$ cat src/rtl/m72_pkg.sv
// Shared types and constants for the nested M72 interrupt controller.
package m72_pkg;

    typedef enum logic [2:0] {
        UNINIT,
        INIT_IW2,
        INIT_IW3,
        INIT_IW4,
        INIT_DONE
    } init_state_e;

    localparam logic [1:0] ADDR_CMD    = 2'd0;
    localparam logic [1:0] ADDR_IMR_LO = 2'd1;
    localparam logic [1:0] ADDR_IMR_HI = 2'd2;
    localparam logic [1:0] ADDR_EOI    = 2'd3;

    typedef enum logic [1:0] {
        RB_IRR,
        RB_ISR,
        RB_IMR,
        RB_TOP
    } rb_sel_e;

endpackage

$ cat src/rtl/m72_pic_prio.sv
// Rotating priority encoder: first set bit of req scanning circularly upward from base.
module m72_pic_prio #(
    parameter int unsigned N_IRQ = 8
) (
    input  logic [N_IRQ-1:0]         req,
    input  logic [$clog2(N_IRQ)-1:0] base,
    output logic                     valid,
    output logic [$clog2(N_IRQ)-1:0] level
);
    localparam int unsigned LVL_W = $clog2(N_IRQ);

    logic [LVL_W-1:0] idx;

    // Scan from lowest priority to highest so the last hit is the winner.
    always_comb begin
        valid = 1'b0;
        level = '0;
        idx   = '0;
        for (int i = N_IRQ - 1; i >= 0; i--) begin
            idx = base + LVL_W'(i);
            if (req[idx]) begin
                valid = 1'b1;
                level = idx;
            end
        end
    end

endmodule

$ cat src/rtl/m72_pic_nested.sv
// Fully nested M72 interrupt controller: init-word programming, IRR/ISR/IMR, EOI, rotation, readback.
module m72_pic_nested
    import m72_pkg::*;
#(
    parameter int unsigned N_IRQ = 8
) (
    input  logic             clk,
    input  logic             reset_n,
    input  logic             ce,
    input  logic             cs,
    input  logic             wr,
    input  logic             rd,
    input  logic [1:0]       addr,
    input  logic [7:0]       din,
    output logic [7:0]       dout,
    input  logic [N_IRQ-1:0] intp,
    output logic             int_req,
    output logic [7:0]       int_vector,
    input  logic             int_ack
);
    localparam int unsigned LVL_W = $clog2(N_IRQ);

    init_state_e      state;
    rb_sel_e          rb_sel;
    logic             ltim, sngl, ic4, aeoi;
    logic [7:LVL_W]   vec_base;
    logic [N_IRQ-1:0] imr, irr, isr, intp_q;
    logic [LVL_W-1:0] base;

    logic             wr_en, rd_en, iw1_wr, done, ack, eoi_wr, eoi_hit, raise_c;
    logic             req_valid, isr_valid;
    logic [LVL_W-1:0] req_lvl, isr_lvl, eoi_lvl, int_level, rank_req, rank_isr;
    logic [N_IRQ-1:0] ack_hot, eoi_hot, irr_next, isr_next, imr_hi_next;
    logic [15:0]      sel_val;

    m72_pic_prio #(.N_IRQ(N_IRQ)) u_prio_req (
        .req   (irr & ~imr),
        .base  (base),
        .valid (req_valid),
        .level (req_lvl)
    );

    m72_pic_prio #(.N_IRQ(N_IRQ)) u_prio_isr (
        .req   (isr),
        .base  (base),
        .valid (isr_valid),
        .level (isr_lvl)
    );

    assign wr_en     = ce & cs & wr;
    assign rd_en     = ce & cs & rd;
    assign iw1_wr    = wr_en && (addr == ADDR_CMD) && din[4];
    assign done      = (state == INIT_DONE);
    assign ack       = int_ack & int_req;
    assign eoi_wr    = wr_en && done && (addr == ADDR_EOI);
    assign int_level = int_vector[LVL_W-1:0];
    assign rank_req  = req_lvl - base;
    assign rank_isr  = isr_lvl - base;
    // Only a strictly higher priority than everything in service may interrupt.
    assign raise_c   = done && req_valid && (!isr_valid || (rank_req < rank_isr));

    // Next-state terms for the request/in-service/mask vectors and readback mux.
    always_comb begin
        ack_hot  = ack ? (N_IRQ'(1) << int_level) : '0;
        irr_next = ltim ? intp : ((irr & ~ack_hot) | (intp & ~intp_q));
        eoi_lvl  = din[7] ? isr_lvl : din[LVL_W-1:0];
        eoi_hit  = eoi_wr && (!din[7] || isr_valid);
        eoi_hot  = eoi_hit ? (N_IRQ'(1) << eoi_lvl) : '0;
        isr_next = (isr & ~eoi_hot) | (aeoi ? '0 : ack_hot);
        imr_hi_next = imr;
        for (int i = 8; i < N_IRQ; i++) begin
            imr_hi_next[i] = din[3'(i - 8)];
        end
        case (rb_sel)
            RB_IRR:  sel_val = 16'(irr);
            RB_ISR:  sel_val = 16'(isr);
            RB_IMR:  sel_val = 16'(imr);
            default: sel_val = isr_valid ? 16'(isr_lvl) : 16'h00FF;
        endcase
    end

    always_ff @(posedge clk or negedge reset_n) begin
        if (!reset_n) begin
            state      <= UNINIT;
            rb_sel     <= RB_IRR;
            ltim       <= 1'b0;
            sngl       <= 1'b0;
            ic4        <= 1'b0;
            aeoi       <= 1'b0;
            vec_base   <= '0;
            imr        <= '0;
            irr        <= '0;
            isr        <= '0;
            intp_q     <= '0;
            base       <= '0;
            int_req    <= 1'b0;
            int_vector <= 8'h00;
            dout       <= 8'h00;
        end else if (ce) begin
            intp_q <= intp;
            if (rd_en) begin
                case (addr)
                    ADDR_CMD:    dout <= sel_val[7:0];
                    ADDR_IMR_HI: dout <= sel_val[15:8];
                    default:     dout <= 8'h00;
                endcase
            end
            if (iw1_wr) begin
                // IW1 restarts programming and overrides any same-cycle ack or EOI.
                state   <= INIT_IW2;
                ltim    <= din[3];
                sngl    <= din[1];
                ic4     <= din[0];
                aeoi    <= 1'b0;
                imr     <= '0;
                irr     <= '0;
                isr     <= '0;
                base    <= '0;
                int_req <= 1'b0;
                rb_sel  <= RB_IRR;
            end else begin
                if (wr_en && (addr == ADDR_CMD)) begin
                    rb_sel <= rb_sel_e'(din[1:0]);
                end
                if (wr_en && (addr == ADDR_IMR_LO)) begin
                    case (state)
                        INIT_IW2: begin
                            vec_base <= din[7:LVL_W];
                            state    <= !sngl ? INIT_IW3 : (ic4 ? INIT_IW4 : INIT_DONE);
                        end
                        INIT_IW3: state <= ic4 ? INIT_IW4 : INIT_DONE;
                        INIT_IW4: begin
                            aeoi  <= din[1];
                            state <= INIT_DONE;
                        end
                        INIT_DONE: imr[7:0] <= din;
                        default: ;
                    endcase
                end
                if (done) begin
                    irr <= irr_next;
                    isr <= isr_next;
                    if (wr_en && (addr == ADDR_IMR_HI)) begin
                        imr <= imr_hi_next;
                    end
                    if (eoi_hit && din[6]) begin
                        base <= eoi_lvl + LVL_W'(1);
                    end
                    if (ack) begin
                        int_req <= 1'b0;
                    end else if (!int_req && raise_c) begin
                        int_req    <= 1'b1;
                        int_vector <= {vec_base, req_lvl};
                    end
                end
            end
        end
    end

endmodule

$ cat config.mk
export PLATFORM = sky130hd
export DESIGN_NAME = m72_pic_nested
export DESIGN_NICKNAME = d
export VERILOG_FILES = /design/src/rtl/m72_pkg.sv /design/src/rtl/m72_pic_prio.sv /design/src/rtl/m72_pic_nested.sv
export SDC_FILE = /design/constraint.sdc
export NUM_CORES = 1
export LEC_CHECK = 0
export BUFFER_PORTS_ARGS = -buffer_cell sky130_fd_sc_hd__buf_2
export CAP_MARGIN = 20
export CORE_MARGIN = 3
export CORE_UTILIZATION = 55
export DETAILED_ROUTE_END_ITERATION = 8
export MAX_ROUTING_LAYER = met4
export PLACE_DENSITY = 0.72
export SYNTH_ARGS = -nofsm -noshare
export SYNTH_HDL_FRONTEND = slang
export SYNTH_SLANG_ARGS = --single-unit
$ cat constraint.sdc
create_clock -name clk -period 6.2 [get_ports clk]
set_input_delay 0.62 -clock clk [delete_from_list [all_inputs] [get_ports clk]]
set_output_delay 0.62 -clock clk [all_outputs]
set_load 0.02 [all_outputs]
==> impl_summary.log, run 1 <==
INFO  metric async_flop_share = 1.00
INFO  metric setup-violations-final = 0
INFO  metric yosysSeqAreaShare = 0.317
INFO  metric layout.cells.most_common = nand2_1
INFO  metric areaGrowthSynthToFinish = 9.88%
INFO  metric synth_compound_area_frac = 0.194
INFO  metric fin_nets = 643
INFO  metric synth_top_cell_by_area = dfrtp_1
INFO  metric floorplan.initialDensity = 0.580
INFO  metric design_area = 0.00572 mm²
INFO  metric post_route_cells_drive_above_1_share = 0.207
INFO  metric die_height = 103 µm
INFO  metric count_of_buffers_inserted_at_the_top_level_ports = 41
INFO  metric critical_path.startpoint_type = flip-flop
INFO  metric ys_dominant_reg_cell = dfrtp_1
INFO  metric synthesis.instances = 572
INFO  metric vdd.ir_drop.worst = 0.254 mV
INFO  metric initialDrtViolationCount = 414
INFO  metric dieWidth = 103 µm
INFO  metric tightestPinTransition = 0.966 ns
INFO  metric post_layout_nonfiller_instances = 734
INFO  metric hp-class = input port to async pin
INFO  metric final.fill_count = 760
INFO  metric cts.sink_count = 66
INFO  metric status = completed
INFO  metric maximum_number_of_pins_on_one_net_before_global_route_repair = 67
INFO  metric critical_path_start_end_classification = flip-flop to flip-flop
INFO  metric cts_setup_buffers = 0
INFO  metric place_congestion = 1.13
INFO  metric synth_area_per_cell = 9.10 µm²
INFO  metric placed_area = 0.00550 mm²
INFO  metric tritoncts = done
INFO  metric cts.reportedPaths.clkPinSlew = 0.08 ns
INFO  metric critPathRequiredTime = 6.42 ns
INFO  metric holdBufCountCts = 0
INFO  metric floorplan.rows = 34
INFO  metric clk_latency = 0.34 ns
INFO  metric routed_wl = 16.4 mm
INFO  metric diodes = 0
INFO  metric number_of_endpoints_with_negative_hold_slack_in_the_final_report = 0
INFO  metric post_synth_fa_ha_maj_area_fraction = 0.0365
INFO  metric rsz0062_at_grt = no
INFO  metric ios = 42
INFO  metric synthTopCellsByArea = dfrtp_1, mux4_2, nand2_1, mux2_2, a21oi_1
INFO  metric worst_setup_path_end_kind = flip-flop
INFO  metric antenna_violating_nets_remaining = 0
INFO  metric tritoncts.num_buffers = 9
INFO  metric crit_arrival = 5.72 ns
INFO  metric timing.final.crit_period = 5.50 ns
INFO  metric clock_tree.htree_level_count = 3
INFO  metric grt-ovfl-total = 0
INFO  metric dr_total_vias = 4856
INFO  metric cp_max_fo = 11
INFO  metric count_of_instances_resized_after_the_clock_tree_is_built = 0
INFO  metric synth_area = 0.00520 mm²
INFO  metric avgViaCountPerCell = 6.62
INFO  metric drt_pass1_iterations = 7
INFO  metric placed_cells = 719
INFO  metric combinational_family_with_the_most_area_after_synthesis = multiplexers
INFO  metric synth.ff_latch_count = 66
INFO  metric final_cell_mix = nand2_1, dfrtp_1, buf_2
INFO  metric first_global_vias = 4551
INFO  metric synth_simple_gate_area_share = 0.195
INFO  metric synthesis.nets = 611
INFO  metric synthXorXnorAreaFrac = 0.0118
INFO  metric synth_warnings = 0
INFO  metric post_layout_total_power = 0.00326 W
INFO  metric dp.final_hpwl = 12.4 mm
INFO  metric max_clock_freq = 0.182 GHz
INFO  metric post_synth_num_cell_types = 65
INFO  metric total_leakage_power = 2.54 nW
INFO  metric setup_tns = 0 ns
INFO  metric number_of_drc_violations_after_detailed_routing = 0
INFO  metric core-area = 0.00898 mm²
INFO  metric dieArea = 0.0107 mm²
INFO  metric power_density = 569 mW/mm²
INFO  metric worst_relative_slew_slack = 0.352
INFO  metric min_period_over_period = 0.887
INFO  metric cts.root.buffer_cell = clkbuf_8
INFO  metric max_cap_violations = 0
INFO  metric routed_wire_length_per_instance = 22.4 µm
INFO  metric globalRouteTotalUtil = 0.329
INFO  metric synth_enable_flop_cells = 0
INFO  metric timing_max_transition_violations_final = 0
INFO  metric max-clock-path-buffers = 2
INFO  metric synth.mux.area_fraction = 0.203
INFO  metric antenna_found_initial = 0
INFO  metric clock-skew-final = 0.00869 ns
INFO  metric grt_pass1_wl = 25.5 mm
INFO  metric synth_top_area_frac = 0.317
==> cells in the mapped netlist (all sizes together) (2+ instances only) <==
cell type / count
mux2i: 15
mux4: 24
or4: 3
and3: 4
or3: 2
o22ai: 8
buf: 13
nand2: 80
o31ai: 2
nor2b: 8
o221ai: 3
nand3b: 8
mux2: 30
a31oi: 8
xor2: 4
a21oi: 40
xnor2: 3
a211oi: 10
clkbuf: 17
a22o: 5
fa: 2
nor2: 35
nand2b: 23
a221o: 2
o211ai: 5
a22oi: 6
a21o: 10
nor4: 2
o21ai: 40
o2111ai: 2
dfrtp: 66
a41oi: 2
nand3: 27
inv: 18
nor3: 11
o211a: 2
ha: 12
a32oi: 3
==> routing by layer <==
metal / GRT usage / vias up / share of wire
li1: - / 2185 / -
met1: 0.433 / 2365 / 0.42
met2: 0.498 / 248 / 0.46
met3: 0.0584 / 58 / 0.072
met4: 0.147 / 0 / 0.048
met5: - / - / 0
==> final timing paths <==
| kind | slack, ns | endpoint | start | cells after the start |
|---|---|---|---|---|
| worst max register to register | 0.70 | int_vector[4] | base[1] | 19 |
| max in group asynchronous | 5.17 | dout[5] | reset_n | 2 |
| min in group clk | 0.48 | dout[4] | dout[4] | 2 |
| worst max-delay path | 0.70 | int_vector[4] | base[1] | 19 |
| worst min register to register | 0.48 | dout[4] | dout[4] | 2 |
| worst min-delay path | 0.46 | intp_q[7] | reset_n | 2 |
==> layout make-up <==
type	instances	area, µm²	share of cell area
Inverter	19	71.3	0.0125
Timing Repair Buffer	51	280	0.0490
Clock inverter	6	92.6	0.0162
Tap cell	126	158	0.0276
Multi-Input combinational cell	457	3340	0.584
Sequential cell	66	1650	0.289
Clock buffer	9	124	0.0217
==> sequential cells by signal (all words and copies together) (netlist names) <==
register	flops
aeoi	1
base	3
dout	8
ic4	1
imr	8
int_req	1
int_vector	8
intp_q	8
irr	8
isr	8
ltim	1
rb_sel	2
sngl	1
state	3
vec_base	5
==> cell families after synthesis <==
logic type / Yosys count
mux: 69
flops: 66
simple gates: 210
xor+xnor: 7
compound gates: 157
buf+inv: 49
fa+ha+maj: 14
==> report_power, final <==
part / total [W] / internal, W / switching (W) / leakage (nW)
clock: 0.000406 / 0.000226 / 0.000180 / 0.102
sequential: 0.000714 / 0.000531 / 0.000183 / 0.834
combinational: 0.00214 / 0.000892 / 0.00124 / 1.61
==> worst max-delay path, cell delays in order, from the launching register on <==
cell and delay (ns):
dfrtp_1 0.49, ha_1 0.42, xor2_1 0.63, mux4_2 0.45, mux2i_1 0.33, o21ai_0 0.16
o21ai_0 0.26, nor2_1 0.07, ha_1 0.21, fa_1 0.40, inv_1 0.10, nor3_1 0.06
o21ai_0 0.18, o2111ai_1 0.14, nor3_1 0.16, ha_1 0.26, a21oi_1 0.20, o211ai_2 0.09
a21o_1 0.38, mux2_4 0.37
==> stage by stage <==
step | utilization | worst slack (ns) | hold slack (ns)
global route | 0.637 | 0.323 | 0.506
global placement | 0.613 | 0.944 | 0.465
floorplan | - | 1.12 | 0.324
detailed placement | 0.613 | 0.757 | 0.471
CTS | 0.637 | 0.757 | 0.491
finish | 0.637 | 0.698 | 0.462
No activity file was read; power rests on OpenSTA's default activity.
==> run 2, diff against run 1 <==
--- a/config.mk
+++ b/config.mk
@@ -5,13 +5,14 @@
 export SDC_FILE = /design/constraint.sdc
 export NUM_CORES = 1
 export LEC_CHECK = 0
+export ABC_AREA = 1
 export BUFFER_PORTS_ARGS = -buffer_cell sky130_fd_sc_hd__buf_2
 export CAP_MARGIN = 20
 export CORE_MARGIN = 3
 export CORE_UTILIZATION = 55
 export DETAILED_ROUTE_END_ITERATION = 8
 export MAX_ROUTING_LAYER = met4
-export PLACE_DENSITY = 0.72
+export PLACE_DENSITY = 0.73
 export SYNTH_ARGS = -nofsm -noshare
 export SYNTH_HDL_FRONTEND = slang
 export SYNTH_SLANG_ARGS = --single-unit
==> run 2 against run 1 <==
Net effect: clock skew grew 0.0057 ns; clock power shrank 17%; sequential share of layout area grew 3.7 points.
==> impl_summary.log, run 2 <==
INFO  metric synth_compound_area_frac = 0.152 (-0.0425)
INFO  metric timing.final.crit_period = 5.09 ns (-0.413 ns)
INFO  metric design_area = 0.00507 mm² (-11%)
INFO  metric cts.sink_count = 66 (unchanged)
INFO  metric seq_area = 0.00165 mm² (unchanged)
INFO  metric dieArea = 0.00957 mm² (-10%)
INFO  metric synthesis.nets = 736 (+20%)
INFO  metric avgViaCountPerCell = 5.72 (-14%)
INFO  metric worst_setup_path_end_kind = flip-flop
INFO  metric synthesis.instances = 697 (+22%)
INFO  metric final.fill_count = 754 (-0.79%)
INFO  metric ios = 42 (unchanged)
INFO  metric synth_simple_gate_area_share = 0.350 (+0.154)
INFO  metric globalRouteTotalUtil = 0.305 (-0.0243)
INFO  metric maximum_number_of_pins_on_one_net_before_global_route_repair = 67 (unchanged)
INFO  metric multi_input_comb_area = 0.00255 mm² (-24%)
INFO  metric synth_top_cell_by_area = dfrtp_1
INFO  metric floorplan.initialDensity = 0.582 (+0.00194)
INFO  metric max_cap_violations = 0 (unchanged)
INFO  metric most_used_standard_cells_in_the_synthesized_netlist = nand2_1, inv_1, dfrtp_1
INFO  metric synth_enable_flop_cells = 0 (unchanged)
INFO  metric critical_path_start_end_classification = flip-flop to flip-flop
INFO  metric async_flop_share = 1.00 (unchanged)
INFO  metric power_density = 460 mW/mm² (-19%)
INFO  metric crit_arrival = 5.34 ns (-0.38 ns)
INFO  metric placed_area = 0.00489 mm² (-11%)
INFO  metric fin_nets = 773 (+20%)
INFO  metric post_route_cells_drive_above_1_share = 0.115 (-0.0919)
INFO  metric synth_area_per_cell = 6.65 µm² (-27%)
INFO  metric die_height = 97.8 µm (-5.3%)
INFO  metric total_leakage_power = 2.73 nW (+7.2%)
INFO  metric max-clock-path-buffers = 2 (unchanged)
INFO  metric ys_dominant_reg_cell = dfrtp_1
INFO  metric critPathBufInv = 5 (+4)
INFO  metric synth.ff_latch_count = 66 (unchanged)
INFO  metric number_of_endpoints_with_negative_hold_slack_in_the_final_report = 0 (unchanged)
INFO  metric holdBufCountCts = 0 (unchanged)
INFO  metric layout.cells.most_common = nand2_1
INFO  metric cts.reportedPaths.clkPinSlew = 0.08 ns (about the same)
INFO  metric dr_total_vias = 4801 (-1.1%)
INFO  metric synth_warnings = 0 (unchanged)
INFO  metric max_clock_freq = 0.197 GHz (+8.1%)
INFO  metric synth_area = 0.00464 mm² (-11%)
INFO  metric synthMostInstantiatedCell = nand2_1
INFO  metric dp.final_hpwl = 10.7 mm (-14%)
INFO  metric critPathRequiredTime = 6.45 ns (+0.03 ns)
INFO  metric clk_latency = 0.35 ns (about the same)
INFO  metric tightestPinTransition = 0.836 ns (-0.130 ns)
INFO  metric final_cell_mix = nand2_1, inv_1, dfrtp_1
INFO  metric floorplan.rows = 32 (-5.9%)
INFO  metric setup_tns = 0 ns (unchanged)
INFO  metric drt_pass1_iterations = 7 (unchanged)
INFO  metric setup-violations-final = 0 (unchanged)
INFO  metric cts_setup_buffers = 0 (unchanged)
INFO  metric rsz0062_at_grt = no
INFO  metric grt-ovfl-total = 0 (unchanged)
INFO  metric initialDrtViolationCount = 311 (-25%)
INFO  metric critPathSlowestCell = dfrtp_1
INFO  metric diodes = 0 (unchanged)
INFO  metric post_synth_num_cell_types = 41 (-37%)
INFO  metric count_of_instances_resized_after_the_clock_tree_is_built = 0 (unchanged)
INFO  metric routed_wl = 13.6 mm (-17%)
INFO  metric status = completed
INFO  metric tritoncts.num_buffers = 9 (unchanged)
INFO  metric crit_path_top_cell_by_count = nand2_1
INFO  metric antenna_found_initial = 0 (unchanged)
INFO  metric routed_wire_length_per_instance = 16.2 µm (-28%)
INFO  metric combinational_family_with_the_most_area_after_synthesis = simple AND/OR/NAND/NOR gates
INFO  metric timing_max_transition_violations_final = 0 (unchanged)
INFO  metric grt_pass1_wl = 22.7 mm (-11%)
INFO  metric areaGrowthSynthToFinish = 9.28%
INFO  metric yosysSeqAreaShare = 0.356 (+0.0390)
INFO  metric first_global_vias = 4639 (+1.9%)
INFO  metric synth_top_area_frac = 0.356 (+0.0390)
INFO  metric number_of_drc_violations_after_detailed_routing = 0 (unchanged)
INFO  metric synthXorXnorAreaFrac = 0.00729 (-0.00449)
INFO  metric cp_max_fo = 24 (+13)
INFO  metric synthTopCellsByArea = dfrtp_1, nand2_1, nand3_1, o21ai_0, inv_1
INFO  metric clock_tree.htree_level_count = 3 (unchanged)
INFO  metric cell_type_group_with_the_largest_total_delay_on_the_critical_path = adder cells
INFO  metric worst_relative_slew_slack = 0.442 (+0.0904)
INFO  metric place_congestion = 0.968 (-14%)
INFO  metric post_synth_fa_ha_maj_area_fraction = 0.0410 (+0.00449)
INFO  metric clock-skew-final = 0.0144 ns (+0.00568 ns)
INFO  metric antenna_violating_nets_remaining = 0 (unchanged)
INFO  metric count_of_buffers_inserted_at_the_top_level_ports = 41 (unchanged)
INFO  metric min_period_over_period = 0.821 (-0.0666)
INFO  metric core-area = 0.00797 mm² (-11%)
INFO  metric dieWidth = 97.8 µm (-5.3%)
INFO  metric tritoncts = done
INFO  metric critPathMaxStageDelay = 0.85 ns (+0.22 ns)
INFO  metric hp-class = input port to async pin
INFO  metric cts.root.buffer_cell = clkbuf_8
INFO  metric vdd.ir_drop.worst = 0.244 mV (-3.9%)
INFO  metric synth.mux.area_fraction = 0 (-0.203)
INFO  metric critical_path.startpoint_type = flip-flop
==> run 2: cell count changes after synthesis, sizes merged, moves of 24 or more <==
cell / delta
nand3: +37
o21ai: +31
mux2: -30
nand2: +168
inv: +72
mux4: -24
==> run 2: through the flow <==
stage | power (W) | instances | setup WS, ns | utilization | hold WS [ns]
4_1_cts | 0.00232 | 839 | 1.18 | 0.636 | 0.473
3_5_place_dp | 0.00197 | 825 | 1.24 | 0.614 | 0.465
3_3_place_gp | 0.00193 | 825 | 1.36 | 0.614 | 0.465
6_report | 0.00233 | 839 | 1.11 | 0.636 | 0.459
5_1_grt | 0.00255 | 839 | 0.663 | 0.636 | 0.498
2_1_floorplan | 0.00165 | 697 | 2.20 | - | 0.324
==> run 2: where the power goes <==
part / internal, W / total, W / switching [W]
logic: 0.000461 / 0.00134 / 0.000882
clock network: 0.000173 / 0.000335 / 0.000162
registers: 0.000520 / 0.000652 / 0.000132
==> run 2: worst paths after layout <==
kind                         start             to  slack, ns  cells after the start
max                        base[0]  int_vector[0]       1.11                     26
min                        reset_n      intp_q[7]       0.46                      2
min in group clk           dout[2]        dout[2]       0.47                      2
max reg2reg                base[0]  int_vector[0]       1.11                     26
min reg2reg                dout[2]        dout[2]       0.47                      2
max in group asynchronous  reset_n         isr[4]       5.19                      2
==> run 2: cell type report <==
type                       instances  area share
clock buffer                      12      0.0326
clock inverter                     2     0.00247
inverter                          91      0.0684
multi-input combinational        524       0.503
sequential                        66       0.326
tap                              102      0.0252
timing repair buffer              42      0.0420
==> run 2: cells by family after synthesis <==
logic type,Yosys count
and+or+nand+nor,383
AOI/OAI and AO/OA,124
buffers and inverters,107
DFF,66
adders and majority gates,14
xor gates and xnor gates,3
==> run 2: layer usage <==
metal / wire [µm] / track usage / up-vias
li1: - / - / 2332
met1: 5840 / 0.386 / 2244
met2: 6430 / 0.477 / 181
met3: 894 / 0.0636 / 44
met4: 434 / 0.127 / 0
met5: 0 / - / -
==> run 3, diff against run 2 <==
==> constraint.sdc (replaced) <==
create_clock -name clk -period 4.85 [get_ports clk]
set_input_delay 0.485 -clock clk [delete_from_list [all_inputs] [get_ports clk]]
set_output_delay 0.485 -clock clk [all_outputs]
set_load 0.02 [all_outputs]
==> run 3 against run 2 <==
Net effect: total power is 30% higher; combinational power is 31% higher; clock power is 39% higher; worst setup slack worse by 0.60 ns; utilization is 0.52 points higher; critical path depth stayed put; non-clock buffer count is 3 higher; count of clock-buffer cells in the layout is 3 lower; die area stayed put; largest cell class unchanged.
==> impl_summary.log, run 3 (synthesized netlist as in run 2, its figures left out) <==
INFO  metric worst_relative_slew_slack = 0.444 (+0.00177)
INFO  metric layout_setup_ws = 0.516 ns (-0.595 ns)
INFO  metric status = completed
INFO  metric clock-skew-final = 0.0182 ns (+0.00379 ns)
INFO  metric routed_wire_length_per_instance = 16.0 µm (-1.2%)
INFO  metric worst_setup_path_end_kind = flip-flop
INFO  metric cp_max_fo = 19 (-21%)
INFO  metric post_route_cells_drive_above_1_share = 0.121 (+0.00596)
INFO  metric initialDrtViolationCount = 423 (+36%)
INFO  metric first_global_vias = 4649 (+0.22%)
INFO  metric critical_path_start_end_classification = flip-flop to flip-flop
INFO  metric finish.utilization = 0.641 (+0.00518)
INFO  metric max_clock_freq = 0.231 GHz (+17%)
INFO  metric cts.reportedPaths.clkPinSlew = 0.09 ns (about the same)
INFO  metric floorplan.rows = 32 (unchanged)
INFO  metric dieArea = 0.00957 mm² (unchanged)
INFO  metric dieWidth = 97.8 µm (unchanged)
INFO  metric hp-class = input port to async pin
INFO  metric antenna_found_initial = 1 (+1)
INFO  metric clock_tree.htree_level_count = 3 (unchanged)
INFO  metric max_cap_violations = 0 (unchanged)
INFO  metric fin_nets = 776 (+0.39%)
INFO  metric min_period_over_period = 0.894 (+0.0728)
INFO  metric rsz0062_at_grt = no
INFO  metric number_of_endpoints_with_negative_hold_slack_in_the_final_report = 0 (unchanged)
INFO  metric timing_max_transition_violations_final = 0 (unchanged)
INFO  metric maximum_number_of_pins_on_one_net_before_global_route_repair = 67 (unchanged)
INFO  metric areaGrowthSynthToFinish = 10.2%
INFO  metric total_leakage_power = 2.75 nW (+0.85%)
INFO  metric layout.cells.most_common = nand2_1
INFO  metric avgViaCountPerCell = 5.65 (-1.2%)
INFO  metric critical_path.startpoint_type = flip-flop
INFO  metric setup_tns = 0 ns (unchanged)
INFO  metric combinationalPowerShare = 0.581 (+0.005)
INFO  metric share_clk_of_total_power = 0.154 (+0.010)
INFO  metric place_congestion = 0.986 (+1.8%)
INFO  metric cts.sink_count = 66 (unchanged)
INFO  metric vdd.ir_drop.worst = 0.305 mV (+25%)
INFO  metric tritoncts = done
INFO  metric tightestPinTransition = 0.834 ns (-0.00265 ns)
INFO  metric ios = 42 (unchanged)
INFO  metric timing.final.crit_period = 4.33 ns (-0.755 ns)
INFO  metric drt_pass1_iterations = 5 (-2)
INFO  metric core-area = 0.00797 mm² (unchanged)
INFO  metric max-clock-path-buffers = 2 (unchanged)
INFO  metric die_height = 97.8 µm (unchanged)
INFO  metric routed_wl = 13.5 mm (-0.53%)
INFO  metric power.net_switching = 0.00152 W (+29%)
INFO  metric dp.final_hpwl = 10.5 mm (-1.0%)
INFO  metric grt-ovfl-total = 0 (unchanged)
INFO  metric cts_setup_buffers = 0 (unchanged)
INFO  metric post_layout_total_power = 0.00302 W (+30%)
INFO  metric globalRouteTotalUtil = 0.302 (-0.00232)
INFO  metric design_area = 0.00511 mm² (+0.82%)
INFO  metric placed_area = 0.00491 mm² (+0.46%)
INFO  metric dr_total_vias = 4775 (-0.54%)
INFO  metric critPathRequiredTime = 5.10 ns (-1.35 ns)
INFO  metric power_density = 591 mW/mm² (+29%)
INFO  metric intPower = 0.00150 W (+30%)
INFO  metric number_of_drc_violations_after_detailed_routing = 0 (unchanged)
INFO  metric place_worst_setup_slack = 0.562 ns (-0.677 ns)
INFO  metric final_cell_mix = nand2_1, inv_1, dfrtp_1
INFO  metric antenna_violating_nets_remaining = 0 (unchanged)
INFO  metric crit_arrival = 4.59 ns (-0.75 ns)
INFO  metric count_of_instances_resized_after_the_clock_tree_is_built = 0 (unchanged)
INFO  metric power_frac_seq = 0.265 (-0.015)
INFO  metric clk_latency = 0.36 ns (about the same)
INFO  metric tritoncts.num_buffers = 9 (unchanged)
INFO  metric setup-violations-final = 0 (unchanged)
INFO  metric floorplan.initialDensity = 0.582 (unchanged)
INFO  metric holdBufCountCts = 0 (unchanged)
INFO  metric grt_pass1_wl = 22.7 mm (-0.18%)
INFO  metric cts.root.buffer_cell = clkbuf_8
INFO  metric count_of_buffers_inserted_at_the_top_level_ports = 41 (unchanged)
INFO  metric power_switching_share = 0.504 (-0.00116)
run 3: cell types whose count changed in the layout (fill, tap and decap cells not counted):
cell       previous run  this run
clkinv_4              0         2
diode_2               0         1
clkinv_2              1         3
clkbuf_8             12         9
bufinv_16             0         1
buf_4                 1         4
run 3: metrics by stage:
stage | std cells | hold slack (ns)
floorplan | 697 | 0.189
global placement | 828 | 0.463
detailed placement | 828 | 0.467
CTS | 844 | 0.337
global route | 845 | 0.387
finish | 845 | 0.330
run 3: critical path, stage by stage, from the launching register on:
cell and delay, ns:
dfrtp_1 0.39, inv_2 0.23, ha_1 0.29, buf_4 0.19, inv_1 0.26, nand3_1 0.15, nand3_1 0.14, nand2_2 0.08
inv_1 0.07, nand2_1 0.06, a21oi_1 0.13, nor2_1 0.05, nor2_1 0.09, o21ai_0 0.08, nand2_1 0.12, inv_2 0.07
ha_1 0.19, fa_1 0.37, xor2_1 0.18, ha_1 0.30, a21oi_1 0.16, a21o_2 0.16, nand3_4 0.10, nor2_8 0.16
inv_4 0.08, nand2_1 0.07, nand2_1 0.06
run 3: path summary, 6_finish.rpt:
path                            slack, ns       endpoint  startpoint  cells after the start
worst max-delay path                 0.52  int_vector[1]     base[0]                     26
max in group asynchronous            3.99         isr[6]     reset_n                      2
worst min-delay path                 0.33       state[2]     reset_n                      2
worst max register to register       0.52  int_vector[1]     base[0]                     26
worst min register to register       0.49        dout[1]     dout[1]                      2
min in group clk                     0.35      intp_q[2]     intp[2]                      3
run 3: area by class of cell:
| cell class | count | area (µm²) |
|---|---|---|
| antenna | 1 | 2.50 |
| clock buffer | 9 | 124 |
| clock inverter | 7 | 70.1 |
| fill | 758 | 2860 |
| inverter | 91 | 347 |
| multi-input combinational | 524 | 2550 |
| sequential | 66 | 1650 |
| tap | 102 | 128 |
| timing repair buffer | 45 | 235 |
run 3: power groups by stage:
| stage | Clock [W] | Sequential, W | Combinational (W) |
|---|---|---|---|
| after floorplan | 0 | 0.000767 | 0.00134 |
| after global placement | 0 | 0.000802 | 0.00167 |
| after detailed placement | 0 | 0.000806 | 0.00172 |
| after CTS | 0.000473 | 0.000795 | 0.00174 |
| after global routing | 0.000497 | 0.000813 | 0.00199 |
| final | 0.000465 | 0.000799 | 0.00176 |
run 3: layer usage:
metal,global-route usage,share of wire,vias up
met4,0.106,0.023,0
met2,0.479,0.48,171
met5,-,0,-
li1,-,-,2339
met3,0.0600,0.062,26
met1,0.388,0.44,2239
